File: src/rtl/ac97_cmd_arbiter_if.sv
// rtl/ac97_cmd_arbiter_if.sv - requester and frame-assembler bundle for the AC97 command arbiter
interface ac97_cmd_arbiter_if #(
  parameter int NREQ = 4
);
  logic                 ready;
  logic [NREQ-1:0]      req;
  logic [8*NREQ-1:0]    req_addr;
  logic [16*NREQ-1:0]   req_data;
  logic [NREQ-1:0]      grant;
  logic [NREQ-1:0]      done;
  logic [7:0]           command_address;
  logic [15:0]          command_data;
  logic                 command_valid;
  logic                 busy;

  modport master (
    output ready, req, req_addr, req_data,
    input  grant, done, command_address, command_data, command_valid, busy
  );

  modport slave (
    input  ready, req, req_addr, req_data,
    output grant, done, command_address, command_data, command_valid, busy
  );
endinterface

File: src/rtl/ac97_cmd_arbiter.sv
// rtl/ac97_cmd_arbiter.sv - round-robin arbiter sharing the AC97 slot 1/2 command between requesters
// Arbitration and retirement only happen on the per-frame ready pulse.
module ac97_cmd_arbiter #(
  parameter int NREQ        = 4,
  parameter int HOLD_FRAMES = 1
) (
  input  logic              clock_27mhz,
  input  logic              reset_b,
  ac97_cmd_arbiter_if.slave bus
);
  localparam int PW = (NREQ > 1) ? $clog2(NREQ) : 1;

  typedef enum logic {IDLE, HOLD} state_t;

  state_t          state_q, state_d;
  logic [PW-1:0]   rr_ptr_q, rr_ptr_d;
  logic [PW-1:0]   owner_q, owner_d;
  logic [3:0]      frame_cnt_q, frame_cnt_d;
  logic [7:0]      cmd_addr_q, cmd_addr_d;
  logic [15:0]     cmd_data_q, cmd_data_d;
  logic            cmd_valid_q, cmd_valid_d;
  logic            busy_q, busy_d;
  logic [NREQ-1:0] grant_q, grant_d;
  logic [NREQ-1:0] done_q, done_d;

  logic [PW:0]     owner_inc;
  logic [PW-1:0]   ptr_after_owner;
  logic [PW-1:0]   arb_ptr;
  logic [PW-1:0]   win;
  logic            win_found;
  logic            load;

  // On retire the scan starts just past the owner, so the owner's own re-request loses.
  always_comb begin
    owner_inc       = {1'b0, owner_q} + (PW+1)'(1);
    ptr_after_owner = (owner_inc == (PW+1)'(NREQ)) ? '0 : owner_inc[PW-1:0];
    arb_ptr         = (state_q == HOLD) ? ptr_after_owner : rr_ptr_q;
  end

  always_comb begin
    int            idx;
    logic [PW-1:0] idx_p;
    idx       = 0;
    idx_p     = '0;
    win       = '0;
    win_found = 1'b0;
    for (int k = 0; k < NREQ; k++) begin
      idx = int'(arb_ptr) + k;
      if (idx >= NREQ) idx = idx - NREQ;
      idx_p = PW'(idx);
      if (!win_found && bus.req[idx_p]) begin
        win       = idx_p;
        win_found = 1'b1;
      end
    end
  end

  always_comb begin
    state_d     = state_q;
    rr_ptr_d    = rr_ptr_q;
    owner_d     = owner_q;
    frame_cnt_d = frame_cnt_q;
    cmd_addr_d  = cmd_addr_q;
    cmd_data_d  = cmd_data_q;
    cmd_valid_d = cmd_valid_q;
    busy_d      = busy_q;
    grant_d     = '0;
    done_d      = '0;
    load        = 1'b0;

    if (bus.ready) begin
      case (state_q)
        IDLE: begin
          if (win_found) load = 1'b1;
        end
        HOLD: begin
          if (frame_cnt_q < 4'(HOLD_FRAMES - 1)) begin
            frame_cnt_d = frame_cnt_q + 4'd1;
          end else begin
            done_d[owner_q] = 1'b1;
            rr_ptr_d        = ptr_after_owner;
            if (win_found) begin
              load = 1'b1;
            end else begin
              cmd_valid_d = 1'b0;
              busy_d      = 1'b0;
              state_d     = IDLE;
            end
          end
        end
        default: state_d = IDLE;
      endcase
    end

    // Back-to-back loads keep command_valid high so the frame assembler sees no gap.
    if (load) begin
      state_d        = HOLD;
      owner_d        = win;
      frame_cnt_d    = 4'd0;
      cmd_addr_d     = bus.req_addr[{win, 3'b000} +: 8];
      cmd_data_d     = bus.req_data[{win, 4'b0000} +: 16];
      cmd_valid_d    = 1'b1;
      busy_d         = 1'b1;
      grant_d[win]   = 1'b1;
    end
  end

  always_ff @(posedge clock_27mhz or negedge reset_b) begin
    if (!reset_b) begin
      state_q     <= IDLE;
      rr_ptr_q    <= '0;
      owner_q     <= '0;
      frame_cnt_q <= 4'd0;
      cmd_addr_q  <= 8'd0;
      cmd_data_q  <= 16'd0;
      cmd_valid_q <= 1'b0;
      busy_q      <= 1'b0;
      grant_q     <= '0;
      done_q      <= '0;
    end else begin
      state_q     <= state_d;
      rr_ptr_q    <= rr_ptr_d;
      owner_q     <= owner_d;
      frame_cnt_q <= frame_cnt_d;
      cmd_addr_q  <= cmd_addr_d;
      cmd_data_q  <= cmd_data_d;
      cmd_valid_q <= cmd_valid_d;
      busy_q      <= busy_d;
      grant_q     <= grant_d;
      done_q      <= done_d;
    end
  end

  assign bus.grant           = grant_q;
  assign bus.done            = done_q;
  assign bus.command_address = cmd_addr_q;
  assign bus.command_data    = cmd_data_q;
  assign bus.command_valid   = cmd_valid_q;
  assign bus.busy            = busy_q;
endmodule
File: src/flat_wrapper.sv
// flat-port wrapper written by rule: the top's interface ports become plain ports
module ac97_cmd_arbiter_flat 
#(
  parameter int NREQ        = 4,
  parameter int HOLD_FRAMES = 1
)
  (clock_27mhz, reset_b, bus_ready, bus_req, bus_req_addr, bus_req_data, bus_grant, bus_done, bus_command_address, bus_command_data, bus_command_valid, bus_busy);
  ac97_cmd_arbiter_if #(.NREQ(NREQ)) bus_i ();
  input  logic clock_27mhz;
  input  logic reset_b;
  input wire logic [$bits(bus_i.ready)-1:0] bus_ready;
  input wire logic [$bits(bus_i.req)-1:0] bus_req;
  input wire logic [$bits(bus_i.req_addr)-1:0] bus_req_addr;
  input wire logic [$bits(bus_i.req_data)-1:0] bus_req_data;
  output wire logic [$bits(bus_i.grant)-1:0] bus_grant;
  output wire logic [$bits(bus_i.done)-1:0] bus_done;
  output wire logic [$bits(bus_i.command_address)-1:0] bus_command_address;
  output wire logic [$bits(bus_i.command_data)-1:0] bus_command_data;
  output wire logic [$bits(bus_i.command_valid)-1:0] bus_command_valid;
  output wire logic [$bits(bus_i.busy)-1:0] bus_busy;
  assign bus_i.ready = bus_ready;
  assign bus_i.req = bus_req;
  assign bus_i.req_addr = bus_req_addr;
  assign bus_i.req_data = bus_req_data;
  assign bus_grant = bus_i.grant;
  assign bus_done = bus_i.done;
  assign bus_command_address = bus_i.command_address;
  assign bus_command_data = bus_i.command_data;
  assign bus_command_valid = bus_i.command_valid;
  assign bus_busy = bus_i.busy;
  ac97_cmd_arbiter #(.NREQ(NREQ), .HOLD_FRAMES(HOLD_FRAMES)) u_core (.clock_27mhz(clock_27mhz), .reset_b(reset_b), .bus(bus_i));
endmodule
File: config.mk
export PLATFORM = sky130hd
export DESIGN_NAME = ac97_cmd_arbiter_flat
export DESIGN_NICKNAME = d
export VERILOG_FILES = /design/src/rtl/ac97_cmd_arbiter_if.sv /design/src/rtl/ac97_cmd_arbiter.sv /design/src/flat_wrapper.sv
export SDC_FILE = /design/constraint.sdc
export NUM_CORES = 1
export LEC_CHECK = 0
export CAP_MARGIN = 40
export CORE_MARGIN = 2
export CORE_UTILIZATION = 37
export DETAILED_ROUTE_END_ITERATION = 10
export PLACE_DENSITY_LB_ADDON = 0.1
export RECOVER_POWER = 100
export SETUP_SLACK_MARGIN = 0.4
export SYNTH_ARGS = -nofsm -noshare
export SYNTH_HDL_FRONTEND = slang
export SYNTH_SLANG_ARGS = --single-unit
File: constraint.sdc
create_clock -name clock_27mhz -period 2.29 [get_ports clock_27mhz]
set_input_delay 0.229 -clock clock_27mhz [delete_from_list [all_inputs] [get_ports clock_27mhz]]
set_output_delay 0.229 -clock clock_27mhz [all_outputs]
set_load 0.02 [all_outputs]
# == After elaboration in Yosys (flattened, before gate mapping) ==
# Cells that the tools add are included.
# totals
regBits,42
output_inout_bits,34
mem_bits_rw,0
latchBits,0
wordCells,99
rom_bits,0
mem_count,0
in_bits,103
# op_classes
n_mux,47
n_div,0
mul,0
n_bitwise,2
add_sub_neg,9
n_shift,2
reduce_logical,14
order_cmp,13
n_eq_ne,3
# ops
op,n
$shiftx 64x7->16,1
$mux 4,8
$shiftx 32x6->8,1
$mux 1,22
$mux 2,10
$lt 2x3->1 const B,6
$ge 3x3->1 const B,3
$bmux 1 s2,4
$sub 2x1->2 const B,4
$add 2x1->3 const B,2
$add 2x2->3 const B,2
$reduce_and 3->1,2
$reduce_bool 2->1,3
$logic_and 1x1->1,5
$add 4x1->4 const B,1
$demux 1 s2,2
$ge 2x1->1 const B,2
$lt 4x1->1 const B,1
$reduce_and 4->1,1
$eq 3x3->1 const B,1
$ge 2x3->1 const B,1
$logic_not 1->1,3
$ne 2x1->1 const B,1
$ne 2x2->1 const B,1
2 further kinds,3

# == Depth between registers and ports, before layout ==
# depth
depth_word,24
depth_mapped,9
mapped_depth_nobuf,7

# == Worst setup path before layout ==
# No wires, ideal clock.
# synth_path
kind,register to register
startpoint,reg u_core.owner_q[0]
endpoint,reg u_core.cmd_addr_q[5] (netlist: u_core.bus.command_address[5])
setup_time_ns,0.135
synth_period_minus_slack_ns,2.221
required_time_ns,2.155
path_buffers,1
t_arrival_ns,2.087
stages_incl_launch_ff,9
slack_ns,0.069
cell_sequence,dfrtp_1 -> inv_1 -> ha_1 -> or2_1 -> a32o_2 -> buf_6 -> o31a_1 -> o211ai_1 -> o211ai_1
# synth_via
elab_chain_len,22
word_cells_on_any_way,46
classes_between,8 x add/sub; 4 x order compare; 1 x eq/ne; 1 x shift; 26 x mux; 6 x reduce/logical
# synth_rtl
item,line,text
start: declaration,ac97_cmd_arbiter.sv:17,"logic [PW-1:0] owner_q, owner_d;"
start signal: assignment,ac97_cmd_arbiter.sv:123,owner_q <= owner_d;
$add 2x1->3 (*),ac97_cmd_arbiter.sv:35,"owner_inc = {1'b0, owner_q} + (PW+1)'(1);"
$eq 3x3->1,ac97_cmd_arbiter.sv:36,ptr_after_owner = (owner_inc == (PW+1)'(NREQ)) ? '0 : owner_inc[PW-1:0];
$mux 2 (*),ac97_cmd_arbiter.sv:36,
net u_core.ptr_after_owner[1],ac97_cmd_arbiter.sv:27,logic [PW-1:0] ptr_after_owner;
$mux 2 (*),ac97_cmd_arbiter.sv:37,arb_ptr = (state_q == HOLD) ? ptr_after_owner : rr_ptr_q;
branches (longest 18 deep; another with $add 2x1->3),n/a,
end signal: assignment,ac97_cmd_arbiter.sv:125,cmd_addr_q <= cmd_addr_d;
end: declaration,ac97_cmd_arbiter.sv:19,"logic [7:0] cmd_addr_q, cmd_addr_d;"
# Mark *: on every way through the listed nets, which the timed path passes. The select of a mux whose other input is x is not followed.
# A chain may end at the register's enable or synchronous reset.

# == Worst setup path in the final report ==
# layout_path
startpoint,reg u_core.owner_q[1]
endpoint,reg u_core.cmd_addr_q[4] (netlist: u_core.bus.command_address[4])
# Same word-level chain as after synthesis.

==> metrics.yaml <==
status: "complete, no violations"
grt_pass1_vias: 3088
fillers: 587
syn_nets: 375
dp.cells: 499
die_x_um: 91.5
grt_setup_unrepaired: "true"
seq_area_frac_synth_pct: 33.6
p_per_area_nw_per_um2: 917
relSlewSlack_pct: 24.9
routabilityCongestion: 0.779
sw_frac_of_total_pct: 39.2
ctsHtreeMaxLevel: 2
regArea_um2: 952
synthCells: 268
die_h_um: 91.5
synth_seq_cells: 38
intPower_mw: 2.63
synth_edf_count: 0
period_minus_slack_ns: 2.14
p_leak_nw: 2.00
vias_per_cell: 5.57
fin_util_pct: 64.4
cts_tree: "yes"
final_cells: 522
period_share_pct: 93.3
tightest_slew_ns: 1.13
antenna_found_initial: 0
vdd_drop_max_mv: 0.464
cp_max_fo: 11
postRouteAntennaNets: 0
max_freq_ghz: 0.468
setup_viol: 0
hold_viol: 0
yosys_warnings: 0
route.detailed.drc: 0
arrival_ns: 2.32
grt_usage_pct: 24.0
wl_per_cell_um: 19.4
synth_area_per_cell_um2: 10.6
numClockSinks: 38
insertion_delay_ns: 0.30
cap_violations: 0
vias: 2907
power_mw: 4.33
power_frac_comb_pct: 59.9
multiInputGateArea_um2: 1750
final_common_cell: "clkdlybuf4s50_1"
final_cell_mix: "99 x clkdlybuf4s50_1, 37 x o211ai_1, 37 x dfrtp_1"
async_flop_share_pct: 100
p_sw_mw: 1.70
cts_inserted_buffers: 5
critPathLaunchType: "flip-flop"
dieArea_um2: 8370
clkTransAtPathRegs_ns: 0.09
coreArea_um2: 7330
pin_count: 137
grt_max_degree: 22
power_frac_seq_pct: 23.7
yosysUniqueCellTypes: 39
drt_iter0_markers: 92
ys.flop_type: "dfrtp_1"
ctsRootBufferMaster: "clkbuf_8"
row_count: 31
end_kind: "flip-flop"
syn_area_um2: 2830
grt_pass1_wl_um: 16100
crit_required_ns: 2.47
tns_ns: 0
area_growth_pct: 66.8
n_antenna_cell: 0
drt_first_pass_iters: 4
hp-class: "reg -> reg"
hpwl_um: 6750
finalClockSkew_ns: 0.00793
drv_slew: 0
ctsLongestPathBuffers: 2
critPathKind: "reg -> reg"
layout-drive-gt1-share_pct: 20.1
initial_utilization_pct: 38.6
wl_um: 10100
nets: 529
port_buffers: 136
grt_overflow: 0
pwr-share-clk_pct: 16.4
## worst max-delay path, stage by stage, from the launching register on
cell and delay, ns:
dfrtp_1 0.40, inv_2 0.09, ha_4 0.22, or2_4 0.27
a32o_1 0.30, buf_6 0.18, o31a_1 0.24, o211ai_1 0.21
o211ai_2 0.11
## per-stage QoR
stage               setup slack, ns  hold slack, ns  cell area, um2
global placement              0.101           0.402            4360
CTS                           0.203           0.385            4710
detailed placement           0.0200           0.226            4390
finish                        0.153           0.493            4720
global route                 0.0509           0.518            4720
floorplan                     0.236         -0.0666            2860
## worst paths after layout
check / start / endpoint / slack, ns / depth (start not counted)
worst max-delay path: u_core.owner_q[1] / u_core.bus.command_address[4] / 0.15 / 8
worst min-delay path: u_core.bus.command_address[7] / u_core.bus.command_address[7] / 0.49 / 2
worst max register to register: u_core.owner_q[1] / u_core.bus.command_address[4] / 0.15 / 8
worst min register to register: u_core.bus.command_address[7] / u_core.bus.command_address[7] / 0.49 / 2
max in group asynchronous: reset_b / u_core.owner_q[0] / 0.55 / 3
min in group asynchronous: reset_b / u_core.bus.command_data[13] / 0.61 / 2
## power by group through the flow
stage / combinational (mW) / sequential (mW) / clock [mW]
floorplan: 1.21 / 1.29 / 0
global placement: 2.33 / 1.04 / 0
detailed placement: 2.37 / 1.05 / 0
CTS: 2.60 / 1.04 / 0.720
global route: 2.77 / 1.06 / 0.752
finish: 2.59 / 1.03 / 0.713
## synth_stat cells (4+ instances only)
master | count | share of area (%)
ha_1 | 4 | 1.8
buf_2 | 8 | 1.4
nand2_1 | 31 | 4.1
buf_6 | 7 | 2.8
o211ai_1 | 28 | 7.4
mux2i_1 | 25 | 8.8
clkbuf_1 | 11 | 1.5
and3_1 | 6 | 1.3
o211ai_2 | 21 | 9.3
inv_1 | 5 | 0.66
and4_1 | 24 | 7.4
o31a_1 | 24 | 7.4
dfrtp_1 | 38 | 34
## final cells by class
cell class	count	share of cell area, %
Clock buffer	5	1.46
Clock inverter	3	1.46
Inverter	5	0.397
Multi-Input combinational cell	197	37.0
Sequential cell	38	20.2
Tap cell	99	2.62
Timing Repair Buffer	175	36.9
## state kept, by name (all words and copies together), names as in the netlist
signal and count:
u_core.bus.command_address 8, u_core.bus.command_data 16, u_core.bus.command_valid 1, u_core.bus.done 4, u_core.bus.grant 4, u_core.owner_q 2, u_core.rr_ptr_q 2, u_core.state_q 1
## cell families after synthesis
logic type	after synthesis	share of synthesized area [%]
adders and majority gates	4	1.77
muxes	27	9.63
buffers and inverters	33	7.29
and+or+nand+nor	76	16.4
AOI/OAI and AO/OA	90	31.4
DFF	38	33.6
## what timing repair did
item                                    4_1_cts  5_1_grt
buffers inserted                              5        3
gates cloned                                  4        2
hold endpoints to repair                     17        0
endpoints found under the setup margin       30       30
resized for setup                            15       16
pin swaps                                    21       20
hold buffers                                  1        0
## per-layer routing
metal | global-route usage [%] | wire, um | vias to the layer above
li1 | - | - | 1358
met1 | 30.9 | 4290 | 1418
met2 | 40.8 | 5040 | 117
met3 | 5.06 | 662 | 14
met4 | 6.57 | 145 | 0
met5 | 0 | 0 | -
Power figures use the tool's default switching activity.
